`src/rtl/clock_display_scan_pkg.sv`:
```
`default_nettype none
// ============================================================================
// Module : clock_display_scan_pkg
// Desc   : Shared types, segment patterns and digit indices for the HH:MM:SS
//          multiplexed 7-segment scanner.
// Rev    : 1.0  initial release
// ============================================================================
package clock_display_scan_pkg;

   typedef enum logic [1:0] {
      S_LOAD  = 2'd0,
      S_GUARD = 2'd1,
      S_DRIVE = 2'd2
   } state_t;

   // Active-high patterns, bit order {g,f,e,d,c,b,a}
   localparam logic [6:0] SEG_0    = 7'h3F;
   localparam logic [6:0] SEG_1    = 7'h06;
   localparam logic [6:0] SEG_2    = 7'h5B;
   localparam logic [6:0] SEG_3    = 7'h4F;
   localparam logic [6:0] SEG_4    = 7'h66;
   localparam logic [6:0] SEG_5    = 7'h6D;
   localparam logic [6:0] SEG_6    = 7'h7D;
   localparam logic [6:0] SEG_7    = 7'h07;
   localparam logic [6:0] SEG_8    = 7'h7F;
   localparam logic [6:0] SEG_9    = 7'h6F;
   localparam logic [6:0] SEG_DASH = 7'h40;
   localparam logic [6:0] SEG_OFF  = 7'h00;

   localparam logic [2:0] DIG_HH_T = 3'd0;
   localparam logic [2:0] DIG_HH_U = 3'd1;
   localparam logic [2:0] DIG_MM_T = 3'd2;
   localparam logic [2:0] DIG_MM_U = 3'd3;
   localparam logic [2:0] DIG_SS_T = 3'd4;
   localparam logic [2:0] DIG_SS_U = 3'd5;

   localparam logic [7:0] RST_HH = 8'h12;
   localparam logic [7:0] RST_MM = 8'h00;
   localparam logic [7:0] RST_SS = 8'h00;

   function automatic logic [3:0] digit_nibble(
      input logic [7:0] hh,
      input logic [7:0] mm,
      input logic [7:0] ss,
      input logic [2:0] idx
   );
      logic [3:0] nib;
      nib = 4'h0;
      case (idx)
         DIG_HH_T: nib = hh[7:4];
         DIG_HH_U: nib = hh[3:0];
         DIG_MM_T: nib = mm[7:4];
         DIG_MM_U: nib = mm[3:0];
         DIG_SS_T: nib = ss[7:4];
         DIG_SS_U: nib = ss[3:0];
         default:  nib = 4'h0;
      endcase
      return nib;
   endfunction

   // blink_en bit order is {HH,MM,SS}
   function automatic logic field_blink(
      input logic [2:0] blink_en,
      input logic [2:0] idx
   );
      logic bl;
      bl = 1'b0;
      case (idx)
         DIG_HH_T, DIG_HH_U: bl = blink_en[2];
         DIG_MM_T, DIG_MM_U: bl = blink_en[1];
         DIG_SS_T, DIG_SS_U: bl = blink_en[0];
         default:            bl = 1'b0;
      endcase
      return bl;
   endfunction

endpackage
`default_nettype wire

```
`src/rtl/clock_display_scan_if.sv`:
```
`default_nettype none
// ============================================================================
// Module : clock_display_scan_if
// Desc   : Time inputs and display pins of the scanner, grouped as one bundle.
// Rev    : 1.0  initial release
// ============================================================================
interface clock_display_scan_if;
   logic [7:0] i_hh;
   logic [7:0] i_mm;
   logic [7:0] i_ss;
   logic       i_colon;
   logic [2:0] i_blink_en;
   logic       i_blink_tick;
   logic [6:0] o_seg;
   logic       o_dp;
   logic [5:0] o_an;
   logic       o_frame_start;

   modport master (
      output i_hh, i_mm, i_ss, i_colon, i_blink_en, i_blink_tick,
      input  o_seg, o_dp, o_an, o_frame_start
   );

   modport slave (
      input  i_hh, i_mm, i_ss, i_colon, i_blink_en, i_blink_tick,
      output o_seg, o_dp, o_an, o_frame_start
   );
endinterface
`default_nettype wire

```
`src/rtl/clock_display_scan_bcd_to_seg7.sv`:
```
`default_nettype none
// ============================================================================
// Module : bcd_to_seg7
// Desc   : Combinational BCD nibble to active-high 7-segment pattern; non-BCD
//          codes show a dash.
// Rev    : 1.0  initial release
// ============================================================================
module bcd_to_seg7
   import clock_display_scan_pkg::*;
(
   input  logic [3:0] bcd,
   output logic [6:0] seg
);

   always_comb begin
      seg = SEG_DASH;
      case (bcd)
         4'd0:    seg = SEG_0;
         4'd1:    seg = SEG_1;
         4'd2:    seg = SEG_2;
         4'd3:    seg = SEG_3;
         4'd4:    seg = SEG_4;
         4'd5:    seg = SEG_5;
         4'd6:    seg = SEG_6;
         4'd7:    seg = SEG_7;
         4'd8:    seg = SEG_8;
         4'd9:    seg = SEG_9;
         default: seg = SEG_DASH;
      endcase
   end

endmodule
`default_nettype wire

```
`src/rtl/clock_display_scan.sv`:
```
`default_nettype none
// ============================================================================
// Module : clock_display_scan
// Desc   : Six-digit HH:MM:SS 7-segment scanner with per-frame snapshot,
//          leading-zero blanking, field blink, colon DPs and inter-digit guard.
// Rev    : 1.0  initial release
// ============================================================================
module clock_display_scan
   import clock_display_scan_pkg::*;
#(
   parameter int REFRESH_DIV    = 50000,
   parameter int GUARD_CYC      = 8,
   parameter int LZB            = 1,
   parameter int SEG_ACTIVE_LOW = 1,
   parameter int AN_ACTIVE_LOW  = 1
) (
   input  logic                 i_clk,
   input  logic                 i_rst,
   clock_display_scan_if.slave  disp
);

   localparam bit          HAS_GUARD  = (GUARD_CYC != 0);
   localparam logic [31:0] DRIVE_LAST = 32'(REFRESH_DIV - 1);
   localparam logic [31:0] GUARD_LAST = HAS_GUARD ? 32'(GUARD_CYC - 1) : 32'd0;
   localparam logic [6:0]  SEG_XOR    = (SEG_ACTIVE_LOW != 0) ? 7'h7F : 7'h00;
   localparam logic        DP_XOR     = (SEG_ACTIVE_LOW != 0);
   localparam logic [5:0]  AN_XOR     = (AN_ACTIVE_LOW != 0) ? 6'h3F : 6'h00;

   state_t      state, state_nx;
   logic [2:0]  idx, idx_nx;
   logic [31:0] div, div_nx;

   logic [7:0]  snap_hh, snap_mm, snap_ss;
   logic        blink_phase;

   logic [3:0]  nibble;
   logic [6:0]  pattern;
   logic        blank;
   logic        driving;
   logic [6:0]  seg_nx;
   logic        dp_nx;
   logic [5:0]  an_nx;
   logic        frame_nx;

   logic [6:0]  seg_q;
   logic        dp_q;
   logic [5:0]  an_q;
   logic        frame_q;

   always_ff @(posedge i_clk or negedge i_rst) begin
      if (!i_rst) begin
         state <= S_LOAD;
         idx   <= DIG_HH_T;
         div   <= 32'd0;
      end else begin
         state <= state_nx;
         idx   <= idx_nx;
         div   <= div_nx;
      end
   end

   // The divider restarts on every phase change so each frame is exactly
   // 1 + 6*(GUARD_CYC+REFRESH_DIV) cycles.
   always_comb begin
      state_nx = state;
      idx_nx   = idx;
      div_nx   = div;
      case (state)
         S_LOAD: begin
            div_nx   = 32'd0;
            idx_nx   = DIG_HH_T;
            state_nx = HAS_GUARD ? S_GUARD : S_DRIVE;
         end
         S_GUARD: begin
            if (div == GUARD_LAST) begin
               div_nx   = 32'd0;
               state_nx = S_DRIVE;
            end else begin
               div_nx = div + 32'd1;
            end
         end
         S_DRIVE: begin
            if (div == DRIVE_LAST) begin
               div_nx = 32'd0;
               if (idx < DIG_SS_U) begin
                  idx_nx   = idx + 3'd1;
                  state_nx = HAS_GUARD ? S_GUARD : S_DRIVE;
               end else begin
                  idx_nx   = DIG_HH_T;
                  state_nx = S_LOAD;
               end
            end else begin
               div_nx = div + 32'd1;
            end
         end
         default: begin
            state_nx = S_LOAD;
            idx_nx   = DIG_HH_T;
            div_nx   = 32'd0;
         end
      endcase
   end

   always_ff @(posedge i_clk or negedge i_rst) begin
      if (!i_rst) begin
         snap_hh <= RST_HH;
         snap_mm <= RST_MM;
         snap_ss <= RST_SS;
      end else if (state == S_LOAD) begin
         snap_hh <= disp.i_hh;
         snap_mm <= disp.i_mm;
         snap_ss <= disp.i_ss;
      end
   end

   always_ff @(posedge i_clk or negedge i_rst) begin
      if (!i_rst) begin
         blink_phase <= 1'b0;
      end else if (disp.i_blink_tick) begin
         blink_phase <= ~blink_phase;
      end
   end

   assign nibble = digit_nibble(snap_hh, snap_mm, snap_ss, idx);

   bcd_to_seg7 u_dec (
      .bcd (nibble),
      .seg (pattern)
   );

   always_comb begin
      driving  = (state == S_DRIVE);
      blank    = ((LZB != 0) && (idx == DIG_HH_T) && (snap_hh[7:4] == 4'd0)) ||
                 (blink_phase && field_blink(disp.i_blink_en, idx));
      seg_nx   = (driving && !blank) ? pattern : SEG_OFF;
      seg_nx   = seg_nx ^ SEG_XOR;
      dp_nx    = (driving && disp.i_colon && ((idx == DIG_HH_U) || (idx == DIG_MM_U))) ^ DP_XOR;
      an_nx    = driving ? (6'd1 << idx) : 6'd0;
      an_nx    = an_nx ^ AN_XOR;
      frame_nx = (state == S_LOAD);
   end

   // Pins are registered so every output changes one cycle after state/idx.
   always_ff @(posedge i_clk or negedge i_rst) begin
      if (!i_rst) begin
         seg_q   <= SEG_XOR;
         dp_q    <= DP_XOR;
         an_q    <= AN_XOR;
         frame_q <= 1'b0;
      end else begin
         seg_q   <= seg_nx;
         dp_q    <= dp_nx;
         an_q    <= an_nx;
         frame_q <= frame_nx;
      end
   end

   assign disp.o_seg         = seg_q;
   assign disp.o_dp          = dp_q;
   assign disp.o_an          = an_q;
   assign disp.o_frame_start = frame_q;

endmodule
`default_nettype wire
```
`src/flat_wrapper.sv`:
```
// flat-port wrapper written by rule: the top's interface ports become plain ports
module clock_display_scan_flat import clock_display_scan_pkg::*;
#(
   parameter int REFRESH_DIV    = 50000,
   parameter int GUARD_CYC      = 8,
   parameter int LZB            = 1,
   parameter int SEG_ACTIVE_LOW = 1,
   parameter int AN_ACTIVE_LOW  = 1
)
  (i_clk, i_rst, disp_i_hh, disp_i_mm, disp_i_ss, disp_i_colon, disp_i_blink_en, disp_i_blink_tick, disp_o_seg, disp_o_dp, disp_o_an, disp_o_frame_start);
  clock_display_scan_if disp_i ();
  input  logic i_clk;
  input  logic i_rst;
  input wire logic [$bits(disp_i.i_hh)-1:0] disp_i_hh;
  input wire logic [$bits(disp_i.i_mm)-1:0] disp_i_mm;
  input wire logic [$bits(disp_i.i_ss)-1:0] disp_i_ss;
  input wire logic [$bits(disp_i.i_colon)-1:0] disp_i_colon;
  input wire logic [$bits(disp_i.i_blink_en)-1:0] disp_i_blink_en;
  input wire logic [$bits(disp_i.i_blink_tick)-1:0] disp_i_blink_tick;
  output wire logic [$bits(disp_i.o_seg)-1:0] disp_o_seg;
  output wire logic [$bits(disp_i.o_dp)-1:0] disp_o_dp;
  output wire logic [$bits(disp_i.o_an)-1:0] disp_o_an;
  output wire logic [$bits(disp_i.o_frame_start)-1:0] disp_o_frame_start;
  assign disp_i.i_hh = disp_i_hh;
  assign disp_i.i_mm = disp_i_mm;
  assign disp_i.i_ss = disp_i_ss;
  assign disp_i.i_colon = disp_i_colon;
  assign disp_i.i_blink_en = disp_i_blink_en;
  assign disp_i.i_blink_tick = disp_i_blink_tick;
  assign disp_o_seg = disp_i.o_seg;
  assign disp_o_dp = disp_i.o_dp;
  assign disp_o_an = disp_i.o_an;
  assign disp_o_frame_start = disp_i.o_frame_start;
  clock_display_scan #(.REFRESH_DIV(REFRESH_DIV), .GUARD_CYC(GUARD_CYC), .LZB(LZB), .SEG_ACTIVE_LOW(SEG_ACTIVE_LOW), .AN_ACTIVE_LOW(AN_ACTIVE_LOW)) u_core (.i_clk(i_clk), .i_rst(i_rst), .disp(disp_i));
endmodule
```
`config.mk`:
```
export PLATFORM = sky130hd
export DESIGN_NAME = clock_display_scan_flat
export DESIGN_NICKNAME = d
export VERILOG_FILES = /design/src/rtl/clock_display_scan_pkg.sv /design/src/rtl/clock_display_scan_if.sv /design/src/rtl/clock_display_scan_bcd_to_seg7.sv /design/src/rtl/clock_display_scan.sv /design/src/flat_wrapper.sv
export SDC_FILE = /design/constraint.sdc
export NUM_CORES = 1
export LEC_CHECK = 0
export ABC_AREA = 1
export BUFFER_PORTS_ARGS = -buffer_cell sky130_fd_sc_hd__buf_4
export CORE_AREA = 2 2 106 108
export DETAILED_ROUTE_END_ITERATION = 10
export DIE_AREA = 0 0 108 110
export PLACE_DENSITY_LB_ADDON = 0.3
export SYNTH_ARGS = -nofsm -noshare
export SYNTH_HDL_FRONTEND = slang
export SYNTH_SLANG_ARGS = --single-unit
```
`constraint.sdc`:
```
create_clock -name i_clk -period 2.8 [get_ports i_clk]
set_clock_uncertainty 0.15 [all_clocks]
set_input_delay 0.56 -clock i_clk [delete_from_list [all_inputs] [get_ports i_clk]]
set_output_delay 0.56 -clock i_clk [all_outputs]
set_load 0.03 [all_outputs]
```
* Word level (Yosys, flattened, before mapping)
Memory sizes are Yosys's and may differ from the RTL's.
Index checks and enable logic that the tools add are counted.
** Operators by class
- $add $sub $neg :: 2
- $mul :: 0
- Divide/modulo/power cells :: 0
- Magnitude comparators :: 1
- Eq/ne operators :: 11
- Shifts and indexed selects :: 1
- Muxes and demuxes :: 14
- Bitwise operators :: 5
- Reduce and logical (&&, ||, !) cells :: 16
** Operator list (count)
- $mux 32 :: 2
- $pmux 32 s2 :: 1
- $add 32x1->32 const B :: 1
- $eq 32x16->1 const B :: 1
- $eq 32x3->1 const B :: 1
- $pmux 4 s6 :: 1
- $mux 7 :: 1
- $not 7->7 :: 1
- $eq 3x2->1 const B :: 2
- $eq 3x3->1 const B :: 2
- $mux 3 :: 2
- $mux 6 :: 1
- $not 6->6 :: 1
- $pmux 2 s3 :: 1
- $pmux 3 s2 :: 1
- $reduce_or 2->1 :: 3
- $shl 1x3->6 const A :: 1
- $logic_and 1x1->1 :: 5
- $logic_not 4->1 :: 1
- $mux 2 :: 2
- $reduce_and 2->1 :: 2
- $add 3x1->3 const B :: 1
- $eq 3x1->1 const B :: 1
- $logic_not 3->1 :: 1
- other kinds (11) :: 14
** Word-level totals
- Register bits :: 77
- Bits in latches :: 0
- Bits in writable memories :: 0
- Bits in read-only memories :: 112
- Input port bits :: 31
- Output and inout port bits :: 15
- Word-level logic and storage cells :: 62
- Memories kept :: 1
** Memories
- (name not given) :: words 16, bits a word 7, read ports 1, clocked after memory_dff 0, wr ports 0, line clock_display_scan_bcd_to_seg7.sv:17 : case (bcd)

* Logic depth before layout (Yosys ltp)
Gate-level depths: netlist of run 1.
- Depth after elaboration :: 9
- Depth in mapped cells :: 15
- Mapped depth without buffers :: 15

* Modules after synthesis
From an unflattened synthesis of run 1, not the netlist that was laid out.
** Second synthesis, totals
- Cells, all modules :: 525
- Area, all modules :: 4191.5 um2
** Modules (own cells, without submodules)
- clock_display_scan :: instances 1, cells each 489, area each 3998.8 um2, sequential area each 1946.9 um2
- bcd_to_seg7 :: instances 1, cells each 36, area each 192.7 um2, sequential area each 0.0 um2

* Worst setup path after synthesis of run 1
No wires, ideal clock.
- Path kind :: register to register
- Start point :: reg u_core.idx[1]
- End point :: reg u_core.seg_q[3], in the netlist u_core.disp.o_seg[3]
- Setup time :: 0.085 ns
- Data arrival time :: 1.855 ns
- Data required time :: 2.565 ns
- Path slack :: 0.710 ns
- Cell stages (with the launch flop) :: 14
- Buffers on the path :: 0
- Period minus slack after synthesis :: 2.090 ns
- Path through :: dfrtp_1 inv_1 ha_1 inv_1 nor2_1 nand2_1 nand2_1 inv_1 nand2_1 nand2_1 ha_1 nand3_1 nand3_1 nand3_1
** On the way
- Longest elaborated chain between the ends :: 9
- Elaborated cells between the ends (all ways) :: 19
- Classes of those cells :: 5 x eq/ne; 3 x mux; 1 x bitwise; 9 x reduce/logical; 1 x memory
** Ends and longest elaborated chain
- from (decl) :: line clock_display_scan.sv:30 : logic [2:0] idx, idx_nx;
- from (signal assigned) :: line clock_display_scan.sv:57 : idx <= idx_nx;
- parallel branches: the longest is 7 deep, another holds $mem_v2 16x7
- $mux 7 (*) :: line clock_display_scan.sv:135 : seg_nx = (driving && !blank) ? pattern : SEG_OFF;
- $not 7->7 (no line) (*)
- via u_core.seg_nx[3] :: line clock_display_scan.sv:40 : logic [6:0] seg_nx;
- to (signal assigned) :: line clock_display_scan.sv:151 : seg_q <= seg_nx;
- to (decl) :: line clock_display_scan.sv:45 : logic [6:0] seg_q;
Mark *: on every way through the listed nets, which the timed path passes.
A chain may end at the register's enable or synchronous reset.

* Worst setup path in the final report of run 1
Ends and elaborated chain as after synthesis.

==> results.py, run 1 <==
metrics = {
    "critical_path": {
        "crit_top_cell": "nand2_1",
        "critPathSlowestCell": "dfrtp_1",
        "end_kind": "flop",
        "path_buf_inv": 3,
        "worstPathArrival_ns": 2.63,
        "r2r_cells": 13,
        "crit_family": "simple AND/OR/NAND/NOR gates",
        "rrSetupSlack_ns": 0.30,
        "r2r-end": "u_core.disp.o_seg[3]$_DFF_PN1_",
        "start_kind": "flop",
        "critPathMaxStageDelay_ns": 0.45,
        "rr_startpoint": "u_core.idx[1]$_DFFE_PN0P_",
        "cp.required_ns": 2.94,
        "crit_cells": 13,
        "critical_path_peak_fanout": 6,
        "crit_path_cell_trace": "inv_1 -> ha_1 -> inv_1 -> nor2_1 -> nand2_1 -> nand2_1 -> inv_1 -> nand2_1 -> nand2_1 -> ha_1 -> nand3_1 -> nand3_1 -> nand3_1",
        "criticalPathCategory": "flop to flop",
    },
    "die": {
        "pin_count": 46,
        "core_sq_mm": 0.0107,
        "dieHeight_um": 110,
        "rows": 38,
        "chipWidth_um": 108,
        "start_util": 0.391,
        "dieArea_sq_mm": 0.0119,
    },
    "clocking": {
        "cts.sinks": 77,
        "post-cts-setup-buffers": 0,
        "post_cts_resized": 0,
        "holdBufCountCts": 0,
        "htree_num_levels": 3,
        "cts_tree": "built",
        "clk_pin_slew_ns": 0.09,
        "cts-root-buf": "clkbuf_8",
        "cts_buffers": 9,
        "clk_latency_ns": 0.36,
        "cts_buffer_depth": 2,
    },
    "global_route": {
        "grt_overflow": 0,
        "grtUsageTotal": 0.170,
        "grt_pass1_wl_mm": 15.8,
        "grt_pass1_vias": 3470,
        "antenna_found_initial": 0,
        "grt_max_degree": 70,
    },
    "timing": {
        "tightest_slew_ns": 0.868,
        "min_period_ns": 2.50,
        "max-slew-margin-rel": 0.421,
        "fin_ws_ns": 0.303,
        "fin_tns_setup_ns": 0,
        "finalSetupViolations": 0,
        "fmax_mhz": 400,
        "final_hold_viol_count": 0,
        "slew_viol_final": 0,
        "rsz0062_at_grt": "false",
        "fin_crit_sh": 0.892,
    },
    "placement": {
        "routabilityCongestion": 0.920,
        "place_ws_ns": 0.324,
        "dp_hpwl_mm": 7.03,
        "port_buffers": 45,
    },
    "routing": {
        "antenna_left": 0,
        "dr.first_iter.drc_count": 175,
        "met1_length_mm": 4.48,
        "via_count": 3619,
        "viasPerCell": 4.78,
        "drt_first_pass_iters": 4,
        "wl_met2_mm": 4.58,
        "wl_met3_um": 402,
        "remaining_drc_errors": 0,
        "wire_per_inst_um": 12.6,
        "wirelength_mm": 9.57,
        "top_layer": "met4",
    },
    "yosys": {
        "ys_top_cells_by_area": "dfrtp_1 36%, nand2_1 19%, dfstp_2 10%, nor2_1 9.9%, nand3_1 5.4%",
        "synth.distinct_cells": 27,
        "synth_top_area_share": 0.365,
        "netlist_instances": 564,
        "synth_area_sq_mm": 0.00419,
        "synth-seq-area-share": 0.465,
        "ys_ff_latch": 77,
        "ys_warn_count": 0,
        "mappedNetlistNets": 611,
        "synth.largest_area_cell": "dfrtp_1",
        "syn_area_per_cell_sq_um": 7.43,
    },
    "power": {
        "finalPower_mw": 2.21,
        "powerDensity_mw_per_mm2": 457,
        "leakage_nw": 2.36,
        "vdd_drop_max_uv": 200,
    },
    "run": {
        "maxCapViolations": 0,
    },
    "layout": {
        "final_cell_mix": "210 x nand2_1, 110 x nor2_1, 61 x dfrtp_1, 49 x buf_4, 47 x inv_1",
        "fillCellCount": 1077,
        "drive_gt1_frac": 0.143,
        "syn2layout_area_growth_pct": 15.6,
        "final_common_cell": "nand2_1",
        "diodes": 0,
        "fin_nets": 659,
    },
    "worst_hold_path": {
        "min_path_type": "input pin to async pin",
    },
    "run_status": {
        "status": "finished, final reports clean",
    },
}
[worst max-delay path by stage]
stage	startpoint	to
floorplan	u_core.idx[1]$_DFFE_PN0P_	u_core.disp.o_seg[3]$_DFF_PN1_
global placement	u_core.idx[1]$_DFFE_PN0P_	u_core.disp.o_seg[3]$_DFF_PN1_
detailed placement	u_core.idx[1]$_DFFE_PN0P_	u_core.disp.o_seg[3]$_DFF_PN1_
CTS	u_core.idx[1]$_DFFE_PN0P_	u_core.disp.o_seg[3]$_DFF_PN1_
global route	u_core.idx[1]$_DFFE_PN0P_	u_core.disp.o_seg[4]$_DFF_PN1_
finish	u_core.idx[1]$_DFFE_PN0P_	u_core.disp.o_seg[3]$_DFF_PN1_
[power by group]
| part | switching, mW | total, mW | internal [mW] |
|---|---|---|---|
| Clock | 0.469 | 0.805 | 0.336 |
| Combinational | 0.126 | 0.210 | 0.0831 |
| Sequential | 0.0239 | 1.20 | 1.17 |
[flip-flops by register name (all words and copies together) (netlist names)]
| signal | count |
|---|---|
| u_core.disp.o_dp | 1 |
| u_core.blink_phase | 1 |
| u_core.disp.o_seg | 7 |
| u_core.disp.o_frame_start | 1 |
| u_core.snap_ss | 8 |
| u_core.state | 2 |
| u_core.snap_mm | 8 |
| u_core.snap_hh | 8 |
| u_core.idx | 3 |
| u_core.div | 32 |
| u_core.disp.o_an | 6 |
[through the flow]
step                      area [sq um]  std cells  hold WS, ns  utilization
final                             4840        757        0.168        0.453
after global routing              4840        757        0.172        0.453
after CTS                         4840        757        0.165        0.453
after detailed placement          4660        741        0.303        0.436
after global placement            4660        741        0.297        0.436
after floorplan                   4190        564        0.114            -
[metal layers]
metal / GRT usage / vias to the layer above
met2: 0.282 / 58
li1: - / 1817
met3: 0.0341 / 13
met5: 0 / -
met1: 0.225 / 1731
met4: 0.0504 / 0
[Yosys cell counts]
master and n:
a21oi_1 2, o21ai_2 1, o211ai_1 3, nor2_4 1
nor2b_1 1, ha_1 16, xor2_1 18, xnor2_1 7
buf_6 1, clkbuf_1 6, inv_1 47, a41oi_1 1
dfrtp_1 61, buf_2 4, buf_8 1, o21ai_0 2
dfstp_2 16, nand2_1 210, nand4_1 1, nand3b_1 2
a2111oi_0 1, inv_2 1, nor2_1 110, nand3_1 45
nand2_2 4, o21bai_1 1, and2_1 1
[cell families after synthesis]
| kind of cell | share of synthesized area |
|---|---|
| compound gates | 0.0182 |
| xor+xnor | 0.0523 |
| fa+ha+maj | 0.0478 |
| buf+inv | 0.0595 |
| flops | 0.465 |
| simple gates | 0.357 |
[final cells by class]
class                   instances  area [sq um]  area share
inverters                      48           180      0.0372
clock inverters                 7          56.3      0.0116
clock buffers                   9           124      0.0256
well taps                     140           175      0.0362
repair buffers                 49           368      0.0760
multi-input cells             427          1990       0.411
flip-flops and latches         77          1950       0.402
Note: power is estimated with default switching activity, not from simulation.
==> inputs of run 2 (changes only) <==
--- a/config.mk
+++ b/config.mk
@@ -7,9 +7,9 @@
 export LEC_CHECK = 0
 export ABC_AREA = 1
 export BUFFER_PORTS_ARGS = -buffer_cell sky130_fd_sc_hd__buf_4
-export CORE_AREA = 2 2 106 108
+export CORE_AREA = 2 2 113 115
 export DETAILED_ROUTE_END_ITERATION = 10
-export DIE_AREA = 0 0 108 110
+export DIE_AREA = 0 0 115 117
 export PLACE_DENSITY_LB_ADDON = 0.3
 export SYNTH_ARGS = -nofsm -noshare
 export SYNTH_HDL_FRONTEND = slang
==> run 2 against run 1 <==
  * Worst setup slack gained 0.028 ns
  * Critical path depth is 2 higher
  * Sequential cell count stayed put
  * Sequential power about the same
  * Fmax increased by 1.2%
  * Core utilization down 4.5 points
  * Highest routed layer unchanged
==> results.py, run 2 (same netlist as run 1, synthesis figures left out) <==
metrics = {
    "run_status": {
        "status": "finished, final reports clean",
    },
    "critical_path": {
        "r2r-end": "u_core.disp.o_seg[4]$_DFF_PN1_",
        "cp.required_ns": 2.92,
        "criticalPathCategory": "flop to flop",
        "worstPathArrival_ns": 2.58,
        "r2r_cells": 15,
        "rrSetupSlack_ns": 0.33,
        "end_kind": "flop",
        "rr_startpoint": "u_core.idx[1]$_DFFE_PN0P_",
        "critical_path_peak_fanout": 6,
        "start_kind": "flop",
    },
    "routing": {
        "via_count": 3530,
        "drt_first_pass_iters": 4,
        "antenna_left": 0,
        "viasPerCell": 4.61,
        "wirelength_mm": 9.67,
        "remaining_drc_errors": 0,
        "wire_per_inst_um": 12.6,
        "dr.first_iter.drc_count": 256,
    },
    "timing": {
        "fin_ws_ns": 0.331,
        "tightest_slew_ns": 0.717,
        "max-slew-margin-rel": 0.521,
        "final_hold_viol_count": 0,
        "whs_ns": 0.0172,
        "rsz0062_at_grt": "false",
        "fmax_mhz": 405,
        "min_period_ns": 2.47,
        "fin_crit_sh": 0.882,
        "finalSetupViolations": 0,
        "fin_tns_setup_ns": 0,
        "slew_viol_final": 0,
    },
    "power": {
        "finalPower_mw": 2.70,
        "vdd_drop_max_uv": 365,
        "leakage_nw": 2.43,
        "powerDensity_mw_per_mm2": 539,
    },
    "layout": {
        "drive_gt1_frac": 0.141,
        "final_common_cell": "nand2_1",
        "regMostFlops": "u_core.div",
        "fin_nets": 658,
        "syn2layout_area_growth_pct": 19.7,
        "final_cell_mix": "210 x nand2_1, 110 x nor2_1, 61 x dfrtp_1, 47 x inv_1, 47 x buf_4",
        "diodes": 0,
        "final_area_sq_mm": 0.00501,
        "largest_reg_flops": 32,
    },
    "clocking": {
        "cts_tree": "built",
        "post-cts-setup-buffers": 0,
        "cts-root-buf": "clkbuf_16",
        "clk_latency_ns": 0.34,
        "cts.sinks": 77,
        "clk_pin_slew_ns": 0.06,
        "holdBufCountCts": 0,
        "post_cts_resized": 0,
        "htree_num_levels": 3,
        "cts_buffer_depth": 2,
        "cts_buffers": 9,
    },
    "die": {
        "rows": 41,
        "core_sq_mm": 0.0123,
        "pin_count": 46,
        "dieHeight_um": 117,
        "start_util": 0.340,
        "chipWidth_um": 115,
        "dieArea_sq_mm": 0.0135,
    },
    "run": {
        "maxCapViolations": 0,
    },
    "placement": {
        "place_ws_ns": 0.369,
        "place_area_sq_mm": 0.00468,
        "dp_hpwl_mm": 7.32,
        "routabilityCongestion": 0.886,
        "port_buffers": 45,
    },
    "global_route": {
        "grtUsageTotal": 0.155,
        "grt_pass1_vias": 3353,
        "grt_max_degree": 47,
        "grt_overflow": 0,
        "antenna_found_initial": 0,
        "grt_pass1_wl_mm": 16.3,
    },
    "worst_hold_path": {
        "min_path_type": "input pin to async pin",
    },
}
==> run 2: cell types whose count changed in the layout (fill, tap and decap cells not counted), sizes merged <==
cell	delta
bufinv	+2
buf	-1
clkinv	+2
clkinvlp	-1
clkbuf	+1
inv	-4
==> run 2: final cells by class <==
cell class                      instances  area [sq um]
Fill cell                            1270          7300
Multi-Input combinational cell        427          1990
Sequential cell                        77          1950
Clock inverter                          6          95.1
Tap cell                              150           188
Clock buffer                           10           239
Timing Repair Buffer                   48           373
Inverter                               48           180
==> run 2: per-stage QoR <==
| step | instances | util |
|---|---|---|
| after floorplan | 564 | - |
| after global placement | 750 | 0.380 |
| after detailed placement | 750 | 0.380 |
| after CTS | 766 | 0.407 |
| after global routing | 766 | 0.407 |
| final | 766 | 0.407 |
==> run 2: where the power goes <==
| group | total (mW) | internal [mW] | switching [mW] | leakage (nW) |
|---|---|---|---|---|
| clock | 1.29 | 0.813 | 0.482 | 0.163 |
| combinational | 0.211 | 0.0842 | 0.126 | 1.31 |
| sequential | 1.20 | 1.17 | 0.0236 | 0.952 |
| total | 2.70 | 2.07 | 0.632 | 2.43 |
==> run 2: routing by layer <==
| metal | global-route usage | share of wire | vias up |
|---|---|---|---|
| li1 | - | - | 1820 |
| met4 | 0.0659 | 0.021 | 0 |
| met1 | 0.216 | 0.48 | 1627 |
| met3 | 0.0278 | 0.038 | 15 |
| met2 | 0.238 | 0.46 | 68 |
| met5 | 0 | 0 | - |
==> run 2: worst max path at each step <==
stage / end / cells past startpoint / from
floorplan: u_core.disp.o_seg[3]$_DFF_PN1_ / 13 / u_core.idx[1]$_DFFE_PN0P_
global placement: u_core.disp.o_seg[3]$_DFF_PN1_ / 13 / u_core.idx[1]$_DFFE_PN0P_
detailed placement: u_core.disp.o_seg[3]$_DFF_PN1_ / 13 / u_core.idx[1]$_DFFE_PN0P_
CTS: u_core.disp.o_seg[3]$_DFF_PN1_ / 13 / u_core.idx[1]$_DFFE_PN0P_
global route: u_core.disp.o_seg[4]$_DFF_PN1_ / 14 / u_core.idx[1]$_DFFE_PN0P_
finish: u_core.disp.o_seg[4]$_DFF_PN1_ / 15 / u_core.idx[1]$_DFFE_PN0P_
==> run 2: worst max-delay path, cell delays in order (launching register included) <==
cell      delay (ns)
dfrtp_1         0.43
inv_1           0.14
ha_1            0.29
inv_1           0.06
nor2_1          0.29
nand2_1         0.10
nand2_1         0.07
inv_1           0.03
nand2_1         0.07
nand2_1         0.13
inv_1           0.16
ha_1            0.18
nand3b_1        0.10
nand2_1         0.06
nand2_1         0.05
nand2_1         0.06
